$ cat src/rtl/delayed_sync_tracker_if.sv
// Bundle between the MMIO commit point, the delayed-register return paths and
// the tracker. The core side drives through master, the tracker uses slave.
interface delayed_sync_tracker_if #(
  parameter int unsigned NUM_CH = 4
) ();
  localparam int unsigned ID_W = (NUM_CH > 1) ? $clog2(NUM_CH) : 1;

  logic              wenable;
  logic              isMMIO;
  logic              isdelayed;
  logic              instr_exed;
  logic [ID_W-1:0]   issue_ch;
  logic [NUM_CH-1:0] delayed_valid;
  logic              err_clr;
  logic              syn_reg_update;
  logic [NUM_CH-1:0] syn_reg_update_ch;
  logic              issue_stall;
  logic [NUM_CH-1:0] sync_valid;
  logic [NUM_CH-1:0] pend_busy;
  logic [NUM_CH-1:0] overflow_err;
  logic [NUM_CH-1:0] timeout_err;

  modport master (
    output wenable, isMMIO, isdelayed, instr_exed, issue_ch, delayed_valid, err_clr,
    input  syn_reg_update, syn_reg_update_ch, issue_stall, sync_valid, pend_busy,
           overflow_err, timeout_err
  );

  modport slave (
    input  wenable, isMMIO, isdelayed, instr_exed, issue_ch, delayed_valid, err_clr,
    output syn_reg_update, syn_reg_update_ch, issue_stall, sync_valid, pend_busy,
           overflow_err, timeout_err
  );
endinterface

$ cat src/rtl/delayed_sync_tracker.sv
// Per-channel tracker of outstanding delayed MMIO register writes. A channel's
// delayed-register return is forwarded as sync_valid only while that channel
// has writes outstanding. Full channels reject issues (sticky overflow), and a
// busy channel without progress for TIMEOUT cycles raises a sticky timeout.
module delayed_sync_tracker #(
  parameter int unsigned NUM_CH   = 4,
  parameter int unsigned MAX_PEND = 4,
  parameter int unsigned TIMEOUT  = 1024
) (
  input logic                   clk,
  input logic                   resetn,
  delayed_sync_tracker_if.slave bus
);
  localparam int unsigned ID_W  = (NUM_CH > 1) ? $clog2(NUM_CH) : 1;
  localparam int unsigned CNT_W = $clog2(MAX_PEND + 1);
  localparam int unsigned TO_W  = (TIMEOUT > 0) ? $clog2(TIMEOUT + 1) : 1;

  localparam logic [CNT_W-1:0] CNT_MAX = CNT_W'(MAX_PEND);
  localparam logic [TO_W-1:0]  TO_MAX  = TO_W'(TIMEOUT);

  logic [NUM_CH-1:0][CNT_W-1:0] cnt_q, cnt_d;
  logic [NUM_CH-1:0][TO_W-1:0]  age_q, age_d;
  logic [NUM_CH-1:0]            ovf_q, ovf_d;
  logic [NUM_CH-1:0]            to_q, to_d;

  logic              issue;
  logic              stall;
  logic [NUM_CH-1:0] busy, full, hit, acc, sv;

  // Issue decode and return gating; stall depends only on issue_ch and counters.
  always_comb begin
    issue = bus.wenable & bus.isMMIO & bus.isdelayed & bus.instr_exed;
    stall = 1'b0;
    busy  = '0;
    full  = '0;
    hit   = '0;
    acc   = '0;
    sv    = '0;
    for (int i = 0; i < NUM_CH; i++) begin
      busy[i] = (cnt_q[i] != '0);
      full[i] = (cnt_q[i] == CNT_MAX);
      hit[i]  = issue & (bus.issue_ch == ID_W'(i));
      acc[i]  = hit[i] & ~full[i];
      sv[i]   = bus.delayed_valid[i] & busy[i];
      if (bus.issue_ch == ID_W'(i)) begin
        stall = full[i];
      end
    end
  end

  // Next-state for pending counts, stall ages and sticky error flags.
  always_comb begin
    cnt_d = cnt_q;
    age_d = '0;
    ovf_d = '0;
    to_d  = '0;
    for (int i = 0; i < NUM_CH; i++) begin
      case ({acc[i], sv[i]})
        2'b10:   cnt_d[i] = cnt_q[i] + CNT_W'(1);
        2'b01:   cnt_d[i] = cnt_q[i] - CNT_W'(1);
        default: cnt_d[i] = cnt_q[i];
      endcase
      // Age only counts busy cycles with no completion; it saturates at TO_MAX.
      if ((TIMEOUT != 0) && busy[i] && !sv[i]) begin
        age_d[i] = (age_q[i] == TO_MAX) ? age_q[i] : age_q[i] + TO_W'(1);
      end
      // A new event in the same cycle as err_clr keeps the flag set.
      ovf_d[i] = (ovf_q[i] & ~bus.err_clr) | (hit[i] & full[i]);
      to_d[i]  = (to_q[i] & ~bus.err_clr) | ((age_d[i] == TO_MAX) & (age_q[i] != TO_MAX));
    end
  end

  // State registers; reset discards all outstanding writes and errors.
  always_ff @(posedge clk or negedge resetn) begin
    if (!resetn) begin
      cnt_q <= '0;
      age_q <= '0;
      ovf_q <= '0;
      to_q  <= '0;
    end else begin
      cnt_q <= cnt_d;
      age_q <= age_d;
      ovf_q <= ovf_d;
      to_q  <= to_d;
    end
  end

  assign bus.syn_reg_update    = issue;
  assign bus.syn_reg_update_ch = acc & {NUM_CH{resetn}};
  assign bus.issue_stall       = stall;
  assign bus.sync_valid        = sv;
  assign bus.pend_busy         = busy;
  assign bus.overflow_err      = ovf_q;
  assign bus.timeout_err       = to_q;
endmodule

$ cat src/flat_wrapper.sv
// flat-port wrapper written by rule: the top's interface ports become plain ports
module delayed_sync_tracker_flat 
#(
  parameter int unsigned NUM_CH   = 4,
  parameter int unsigned MAX_PEND = 4,
  parameter int unsigned TIMEOUT  = 1024
)
  (clk, resetn, bus_wenable, bus_isMMIO, bus_isdelayed, bus_instr_exed, bus_issue_ch, bus_delayed_valid, bus_err_clr, bus_syn_reg_update, bus_syn_reg_update_ch, bus_issue_stall, bus_sync_valid, bus_pend_busy, bus_overflow_err, bus_timeout_err);
  delayed_sync_tracker_if #(.NUM_CH(NUM_CH)) bus_i ();
  input logic clk;
  input logic resetn;
  input wire logic [$bits(bus_i.wenable)-1:0] bus_wenable;
  input wire logic [$bits(bus_i.isMMIO)-1:0] bus_isMMIO;
  input wire logic [$bits(bus_i.isdelayed)-1:0] bus_isdelayed;
  input wire logic [$bits(bus_i.instr_exed)-1:0] bus_instr_exed;
  input wire logic [$bits(bus_i.issue_ch)-1:0] bus_issue_ch;
  input wire logic [$bits(bus_i.delayed_valid)-1:0] bus_delayed_valid;
  input wire logic [$bits(bus_i.err_clr)-1:0] bus_err_clr;
  output wire logic [$bits(bus_i.syn_reg_update)-1:0] bus_syn_reg_update;
  output wire logic [$bits(bus_i.syn_reg_update_ch)-1:0] bus_syn_reg_update_ch;
  output wire logic [$bits(bus_i.issue_stall)-1:0] bus_issue_stall;
  output wire logic [$bits(bus_i.sync_valid)-1:0] bus_sync_valid;
  output wire logic [$bits(bus_i.pend_busy)-1:0] bus_pend_busy;
  output wire logic [$bits(bus_i.overflow_err)-1:0] bus_overflow_err;
  output wire logic [$bits(bus_i.timeout_err)-1:0] bus_timeout_err;
  assign bus_i.wenable = bus_wenable;
  assign bus_i.isMMIO = bus_isMMIO;
  assign bus_i.isdelayed = bus_isdelayed;
  assign bus_i.instr_exed = bus_instr_exed;
  assign bus_i.issue_ch = bus_issue_ch;
  assign bus_i.delayed_valid = bus_delayed_valid;
  assign bus_i.err_clr = bus_err_clr;
  assign bus_syn_reg_update = bus_i.syn_reg_update;
  assign bus_syn_reg_update_ch = bus_i.syn_reg_update_ch;
  assign bus_issue_stall = bus_i.issue_stall;
  assign bus_sync_valid = bus_i.sync_valid;
  assign bus_pend_busy = bus_i.pend_busy;
  assign bus_overflow_err = bus_i.overflow_err;
  assign bus_timeout_err = bus_i.timeout_err;
  delayed_sync_tracker #(.NUM_CH(NUM_CH), .MAX_PEND(MAX_PEND), .TIMEOUT(TIMEOUT)) u_core (.clk(clk), .resetn(resetn), .bus(bus_i));
endmodule
$ cat config.mk
export PLATFORM = sky130hd
export DESIGN_NAME = delayed_sync_tracker_flat
export DESIGN_NICKNAME = d
export VERILOG_FILES = /design/src/rtl/delayed_sync_tracker_if.sv /design/src/rtl/delayed_sync_tracker.sv /design/src/flat_wrapper.sv
export SDC_FILE = /design/constraint.sdc
export NUM_CORES = 1
export LEC_CHECK = 0
export CAP_MARGIN = 20
export CORE_MARGIN = 8
export CORE_UTILIZATION = 30
export CTS_BUF_LIST = sky130_fd_sc_hd__clkbuf_8
export DETAILED_ROUTE_END_ITERATION = 6
export SLEW_MARGIN = 30
export SYNTH_ARGS = -nofsm -noshare
export SYNTH_HDL_FRONTEND = slang
export SYNTH_SLANG_ARGS = --single-unit
$ cat constraint.sdc
create_clock -name clk -period 1.95 [get_ports clk]
set_clock_uncertainty 0.05 [all_clocks]
set_input_delay 0.39 -clock clk [delete_from_list [all_inputs] [get_ports clk]]
set_output_delay 0.39 -clock clk [all_outputs]
set_load 0.05 [all_outputs]
==> flow_summary.toml, run 1 <==
[sta]
tightestPinTransition_ns = 0.809
max_freq_mhz = 482
rsz0062_at_grt = "yes"
tns_ns = -0.205
layout_min_cycle_time_ns = 2.08
post-route-period-util = 1.06
hold_viol = 0
drv_slew = 0
setup_slack_ns = -0.126
setup-violations-final = 3
slew_headroom = 0.460

[floorplan]
io_pins = 35
core_area_sq_mm = 0.0126
die_y_microns = 129
die-area_sq_mm = 0.0166
initial_core_util = 0.305
rows = 41
die_w_microns = 129

[clock_tree]
path_clk_slew_ns = 0.07
ctsHoldBuffers = 0
clk_path_buf_depth = 2
cts_buffers = 9
clock-sinks = 64
cts_tree = "built"
cts_root_buf = "clkbuf_8"
h-tree-depth = 3
clk_latency_ns = 0.34

[drt]
routed-wl-met3_microns = 367
num_vias = 3087
post_drt_wl_per_cell_microns = 12.8
avgViaCountPerCell = 4.57
wl_met2_mm = 3.99
met1_length_mm = 4.22
drt_iter0_drc = 116
route.detailed.drc = 0
top_layer = "met4"
finalWirelength_mm = 8.65
first_pass_iters = 4
drtAntennaViolNets = 0

[yosys]
ys_types = 50
synth_warnings = 0
ys_seq_area_frac = 0.418
ys_top_cells_by_area = "dfrtp_1 (42%), nor2_1 (7.0%), xor2_1 (6.4%)"
synth_area_sq_mm = 0.00383
yosys_most_used_dff = "dfrtp_1"
yosys.cell_count.top_type = "nor2_1"
netlist_instances = 414
yosys_register_bits = 64
async_reset_ff_frac = 1.00
yosysTopAreaCell = "dfrtp_1"
netlist.area_leader.share = 0.418
synth_commonest_cells = "nor2_1 (71), dfrtp_1 (64), inv_1 (35), xor2_1 (28), xnor2_1 (26)"
synth_nets = 443
synth_edf_count = 0
avgSynthCellArea_sq_um = 9.26

[placed_design]
gp_congestion = 0.812
dp_hpwl_mm = 6.30
post-place-cells = 641
dpl_cell_area_sq_mm = 0.00469
port_buffers = 34

[grt]
grt_pass1_vias = 3176
grt_overflow = 0
grt_max_degree = 65
grt_use_total = 0.112
antenna_found_initial = 0
grt_pass1_wl_mm = 14.9

[layout]
final_core_util = 0.409
diodes = 0
multi_input_area_sq_mm = 0.00212
final-instance-count-excl-fill = 676
design_area_sq_mm = 0.00514
fill_cells = 1191
post_route_cells_drive_above_1_share = 0.284
regArea_sq_mm = 0.00160
nets = 528
area_growth_pct = 34.1

[critical_path]
endpoint_kind = "primary output"
worstSetupPathType = "register to primary output"
arrival_ns = 1.64
cp_data_required_time_ns = 1.51
startpoint_type = "register"
crit_fanout = 2
reg2regPathDepth = 7

[power]
switching_share = 0.360
p_leak_nw = 2.30
internal_power_mw = 3.30
p_sw_mw = 1.85
p_seq_frac = 0.344
pwr_density_cell_mw_per_mm2 = 1000
peakVddDrop_mv = 0.584
comb_power_share = 0.412
clkPwrFrac = 0.245

[worst_hold_path]
worstHoldPathType = "input port to asynchronous set/reset pin"

[status]
failed_checks = "negative setup slack"
status = "finished with violations"

[run]
drv_cap = 0
## registers in the layout, summed over array words and instances (netlist names)
| register | flops |
|---|---|
| u_core.cnt_q | 12 |
| u_core.bus.timeout_err | 4 |
| u_core.bus.overflow_err | 4 |
| u_core.age_q | 44 |
## critical path: stages, from the launching register on
cell,delay (ns)
dfrtp_1,0.38
nor2_2,0.14
nand2_1,0.09
mux4_2,0.47
inv_2,0.09
buf_12,0.13
## logic make-up (layout without fill, tap and decap cells)
kind of cell             after synthesis  after routing  share of synthesized area
buffers and inverters                 55            145                     0.0617
AO/OA/AOI/OAI                         35             35                     0.0673
XOR/XNOR                              54             54                      0.123
adder cells (fa/ha/maj)               16             16                     0.0601
flip-flops                            64             64                      0.418
AND/OR/NAND/NOR                      182            182                      0.245
multiplexers                           8              8                     0.0245
## cells in the final DEF, fill, tap and decap left out, types with 8 or more instances in the layout
master,instances
a21oi_1,8
buf_12,10
buf_4,68
clkbuf_8,10
dfrtp_1,64
ha_1,11
inv_1,28
nand2_1,20
nand3_1,14
nand4_1,13
nor2_1,67
nor3_1,9
xnor2_1,26
xor2_1,28
## layout make-up
cell class	count	area share
multi-input combinational	295	0.412
sequential	64	0.312
timing repair buffer	94	0.166
tap	172	0.0419
clock buffer	10	0.0268
inverter	35	0.0256
clock inverter	6	0.0161
## timing repair
action	in CTS	in global routing
resized for setup	27	14
setup endpoints to repair	16	21
buffers inserted	13	7
pin swaps	4	9
endpoints found under the hold margin	0	0
## power groups by stage
stage	Combinational (mW)	Sequential, mW	Clock (mW)
floorplan	1.23	1.72	0
global placement	1.86	1.76	0
detailed placement	1.91	1.77	0
CTS	2.07	1.76	1.31
global route	2.36	1.80	1.37
finish	2.12	1.77	1.26
## final timing paths
path / start / to / slack (ns)
worst min-delay path: resetn / u_core.cnt_q[3] / 0.19
worst max-delay path: u_core.cnt_q[0] / bus_issue_stall / -0.13
worst max register to register: u_core.cnt_q[9] / u_core.cnt_q[10] / 0.02
max in group asynchronous: resetn / u_core.age_q[41] / 1.13
min in group clk: bus_instr_exed / u_core.bus.overflow_err[1] / 0.46
worst min register to register: u_core.bus.overflow_err[1] / u_core.bus.overflow_err[1] / 0.46
## metal layers
layer  vias to the layer above  track usage
met4                         0       0.0394
met1                      1476        0.141
met2                        45        0.177
li1                       1560            -
met3                         6       0.0345
met5                         -            0
## stage by stage
step | hold WS, ns | total power, mW | setup WS, ns
after floorplan | 0.0444 | 2.95 | -0.197
after global placement | 0.431 | 3.62 | -0.395
after detailed placement | 0.436 | 3.69 | -0.437
after CTS | 0.220 | 5.15 | -0.163
after global routing | 0.260 | 5.53 | -0.214
final | 0.195 | 5.15 | -0.126
(Power assumes the default switching activity.)
==> run 2: changes to the inputs <==
CORE_UTILIZATION = 60   (was 30)
PLACE_DENSITY = 0.83   (was unset)
==> run 2 against run 1 <==
  * The run still ends with negative setup slack left
  * Sequential share of layout area rose by 0.45 points
  * Combinational power rose by 16%
  * Cell area fell by 1.1%
  * Routed wire length rose by 28%
  * Maximum frequency fell by 4.2%
  * Via count rose by 14%
  * Non-clock buffer count fell by 3
  * Highest routed layer unchanged
==> flow_summary.toml, run 2 (same netlist as run 1, synthesis figures left out) <==
[layout]
area_growth_pct = 32.6
post_route_cells_drive_above_1_share = 0.317
nets = 525
final_cell_mix = "nor2_1 (65), buf_4 (61), dfrtp_1 (60)"
diodes = 0
layout_commonest_cell = "nor2_1"
largest-register = "u_core.age_q"
largest_reg_flops = 44
reg.largest.list = "u_core.age_q x44, u_core.cnt_q x12"
final-instance-count-excl-fill = 576

[critical_path]
cp_data_required_time_ns = 1.51
startpoint_type = "register"
endpoint_kind = "primary output"
reg2reg_from = "u_core.cnt_q[1]"
cp-startpoint = "u_core.cnt_q[9]"
arrival_ns = 1.73
reg2regPathDepth = 10
crit_fanout = 3
r2r_slack_ns = -0.06
worstSetupPathType = "register to primary output"
r2r-end = "u_core.cnt_q[2]"

[grt]
grt_max_degree = 65
grt_use_total = 0.225
grt_overflow = 0
grt_pass1_vias = 3411
grt_pass1_wl_mm = 16.1
antenna_found_initial = 0

[sta]
tns_ns = -0.534
drv_slew = 0
max_freq_mhz = 461
tightestPinTransition_ns = 0.829
setup-violations-final = 9
hold_viol = 0
layout_min_cycle_time_ns = 2.17
setup_slack_ns = -0.217
post-route-period-util = 1.11
rsz0062_at_grt = "yes"
slew_headroom = 0.447

[drt]
drtAntennaViolNets = 0
num_vias = 3507
route.detailed.drc = 0
top_layer = "met4"
routed-wl-met3_microns = 730
finalWirelength_mm = 11.1
drt_iter0_drc = 319
wl_met2_mm = 5.34
post_drt_wl_per_cell_microns = 19.2
first_pass_iters = 5
avgViaCountPerCell = 6.09
met1_length_mm = 4.52

[power]
peakVddDrop_mv = 0.866
clkPwrFrac = 0.190
p_seq_frac = 0.344
switching_share = 0.402
internal_power_mw = 3.15
p_leak_nw = 2.30
pwr_density_cell_mw_per_mm2 = 1040
comb_power_share = 0.466
p_sw_mw = 2.12

[floorplan]
die_w_microns = 95.9
die_y_microns = 95.9
initial_core_util = 0.611
rows = 29
core_area_sq_mm = 0.00628
die-area_sq_mm = 0.00920
io_pins = 35

[placed_design]
post-place-cells = 540
port_buffers = 34
gp_congestion = 0.907
dp_hpwl_mm = 6.27
pre_cts_slack_ns = -0.463

[status]
status = "finished with violations"
failed_checks = "negative setup slack"

[clock_tree]
h-tree-depth = 3
ctsHoldBuffers = 0
clock-sinks = 64
cts_buffers = 9
clk_path_buf_depth = 2
cts_root_buf = "clkbuf_8"
path_clk_slew_ns = 0.08
clk_latency_ns = 0.35
cts_tree = "built"

[run]
drv_cap = 0

[worst_hold_path]
worstHoldPathType = "input port to asynchronous set/reset pin"
run 2: how the worst max path moves through the flow:
stage / to / slack [ns]
after floorplan: u_core.cnt_q[11] / -0.20
after global placement: u_core.cnt_q[11] / -0.38
after detailed placement: u_core.cnt_q[11] / -0.46
after CTS: bus_issue_stall / -0.17
after global routing: bus_issue_stall / -0.23
final: bus_issue_stall / -0.22
run 2: repair_timing:
action / in CTS / in global routing
endpoints found under the setup margin: 13 / 22
setup buffers: 10 / 13
resized for setup: 29 / 52
pin swaps: 7 / 18
cloned: 0 / 0
run 2: cell type report:
class / instances / area (sq um)
timing repair buffer: 91 / 847
clock buffer: 10 / 138
multi-input combinational: 295 / 2240
tap: 77 / 96.3
fill: 340 / 1190
sequential: 64 / 1610
clock inverter: 4 / 22.5
inverter: 35 / 131
run 2: stage by stage:
step | power (mW) | hold slack (ns) | area [sq um] | util
5_1_grt | 5.53 | 0.316 | 5080 | 0.810
3_3_place_gp | 3.55 | 0.432 | 4530 | 0.722
3_5_place_dp | 3.67 | 0.430 | 4530 | 0.722
2_1_floorplan | 2.95 | 0.0444 | 3870 | -
4_1_cts | 4.80 | 0.253 | 4830 | 0.770
6_report | 5.27 | 0.230 | 5080 | 0.810
run 2: critical path: stages, from the launching register on:
cell,delay (ns)
dfrtp_2,0.44
inv_2,0.10
nand3_4,0.10
mux4_2,0.50
inv_2,0.10
buf_12,0.14
run 2: power by group through the flow:
| stage | logic [mW] | clock network (mW) | registers, mW |
|---|---|---|---|
| after floorplan | 1.23 | 0 | 1.72 |
| after global placement | 1.80 | 0 | 1.75 |
| after detailed placement | 1.90 | 0 | 1.77 |
| after CTS | 2.05 | 0.992 | 1.76 |
| after global routing | 2.63 | 1.06 | 1.84 |
| final | 2.46 | 1.00 | 1.81 |
run 2: metal layers:
layer	up-vias	track usage
li1	1556	-
met1	1716	0.281
met2	179	0.361
met3	56	0.0515
met4	0	0.109
met5	-	0
==> edit (flow settings as in run 1) <==
`MAX_PEND` is set to 4 in 2 places; all go to 8.
--- a/src/rtl/delayed_sync_tracker.sv
+++ b/src/rtl/delayed_sync_tracker.sv
@@ -6,3 +6,3 @@
   parameter int unsigned NUM_CH   = 4,
-  parameter int unsigned MAX_PEND = 4,
+  parameter int unsigned MAX_PEND = 8,
   parameter int unsigned TIMEOUT  = 1024
--- a/src/flat_wrapper.sv
+++ b/src/flat_wrapper.sv
@@ -4,3 +4,3 @@
   parameter int unsigned NUM_CH   = 4,
-  parameter int unsigned MAX_PEND = 4,
+  parameter int unsigned MAX_PEND = 8,
   parameter int unsigned TIMEOUT  = 1024
Function: changed (a bounded check fails within 10 cycles, from zero or initial values and one cycle with resetn low).
==> edit against run 1 <==
  * The run still ends with setup timing left
  * Critical path type unchanged
  * Critical endpoint unchanged
  * Setup slack worse by 0.26 ns
  * Sequential cell count increased by 4
  * Total power is 31% higher
  * Critical path depth up 1
  * Clock power rose by 4%
  * Area after synthesis rose by 7.7%
  * Cell area rose by 27%
  * Routed wire length is 20% higher
  * Die area increased by 6.8%
==> edit: results (changes against run 1) <==
Global route
  – Largest net degree at the start of global routing: 69 (+6.2%)
  – All-Layer GR Usage: 11.7% (+0.57 points)
  – First-pass GRT wire length: 17,400 µm (+16%)

Synthesis
  – Top post-synthesis cells by area: dfrtp_1 (41%), xor2_1 (7.4%), nor2_1 (6.6%), ha_1 (6.1%), xnor2_1 (5.9%)
  – Library cells used by synthesis: 54 (+8.0%)
  – Sequential share of the synthesized area: 41.2% (-0.58 points)
  – Net Count, Synth: 472 (+6.5%)

Detailed routing
  – Average via count per standard cell: 4.71 (+3.0%)
  – Routed WL: 10,400 µm (+20%)
  – Initial DRC count: 161 (+39%)

Worst setup path
  – CP arrival: 1.90 ns (+0.26 ns)

STA
  – Actual slew at the worst max-slew pin: 0.619 ns (-0.190 ns)
  – Worst setup margin: -0.385 ns (-0.259 ns)
  – Setup-failing EPs final: 26 (+23)
  – Final setup TNS: -3.83 ns (-3.63 ns)

Outcome
  – Failing checks: setup timing
  – Status: complete, but fails checks

Placed design
  – Gpl congestion: 0.859 (+5.8%)
  – Pre-CTS setup slack: -0.730 ns (-0.294 ns)
  – Placed Instances: 736 (+15%)
  – HPWL Detailed: 7320 µm (+16%)

Layout
  – Post-route insts no fill: 790 (+17%)
  – Top flop regs: u_core.age_q x44, u_core.cnt_q x16
  – Share of cells above drive strength 1: 44.9% (+17 points)
  – Number of diodes: 0 (unchanged)
  – Nets@finish: 638 (+21%)

Power and ir drop
  – Peak VDD IR: 0.593 mV (+1.5%)
  – Sw Share: 35.5% (-0.52 points)

CTS
  – H-tree level count: 3 (unchanged)
  – CTS max path bufs: 2 (unchanged)

Min path
  – Worst hold-check path type: input pin to asynchronous set/reset pin
edit: cell types whose count changed after synthesis, sizes merged, moves of 5 or more:
cell   change
inv       -14
mux2       +6
nand2      +7
and4       -5
mux2i      -6
nand4      -5
xor2       +7
ha         +8
edit: path summary, 6_finish.rpt:
check,end,cells after the start,startpoint,slack (ns)
min in group clk,u_core.bus.overflow_err[3],1,u_core.bus.overflow_err[3],0.44
hold / removal,u_core.age_q[4],2,resetn,0.12
setup / recovery,bus_issue_stall,6,u_core.cnt_q[4],-0.39
hold reg to reg,u_core.bus.overflow_err[3],1,u_core.bus.overflow_err[3],0.44
max in group asynchronous,u_core.cnt_q[4],2,resetn,1.26
setup reg to reg,u_core.cnt_q[7],13,u_core.cnt_q[4],-0.33
edit: power by group through the flow:
stage | clock, mW | combinational, mW | sequential, mW
floorplan | 0 | 1.54 | 1.99
global placement | 0 | 2.54 | 1.96
detailed placement | 0 | 2.63 | 1.97
CTS | 1.34 | 3.16 | 1.91
global route | 1.40 | 3.78 | 1.94
finish | 1.31 | 3.49 | 1.91
edit: layout make-up:
cell class	instances	area (µm²)
fill	1255	7130
multi-input combinational	334	2760
sequential	68	1710
timing repair buffer	171	1530
tap	180	225
clock buffer	10	138
clock inverter	6	87.6
inverter	21	86.3
edit: critical path, stage by stage, from the launching register on:
cell	delay, ns
dfrtp_2	0.41
nor3_2	0.16
nand2_2	0.10
buf_6	0.13
mux4_2	0.49
clkinvlp_4	0.11
buf_12	0.13
edit: what timing repair did:
action | CTS | global route
buffers inserted | 25 | 17
gates resized for setup | 73 | 34
endpoints found under the setup margin | 28 | 29
pin swaps | 36 | 38
edit: cells by family after synthesis:
logic type,synth area share [%]
mux,2.45
buf+inv,4.09
compound gates,7.21
fa+ha+maj,6.06
xor+xnor,13.4
simple gates,25.6
flops,41.2
edit: per-stage QoR:
step	util (%)	instance area [µm²]
CTS	45.8	6260
floorplan	-	4350
global placement	41.2	5630
global route	47.8	6540
detailed placement	41.2	5630
finish	47.8	6540
edit: per-layer routing:
layer | global-route usage, % | part of all wire (%)
met2 | 20.4 | 51
met1 | 13.4 | 43
met5 | 0 | 0
met3 | 2.45 | 3.9
met4 | 5.86 | 2.6
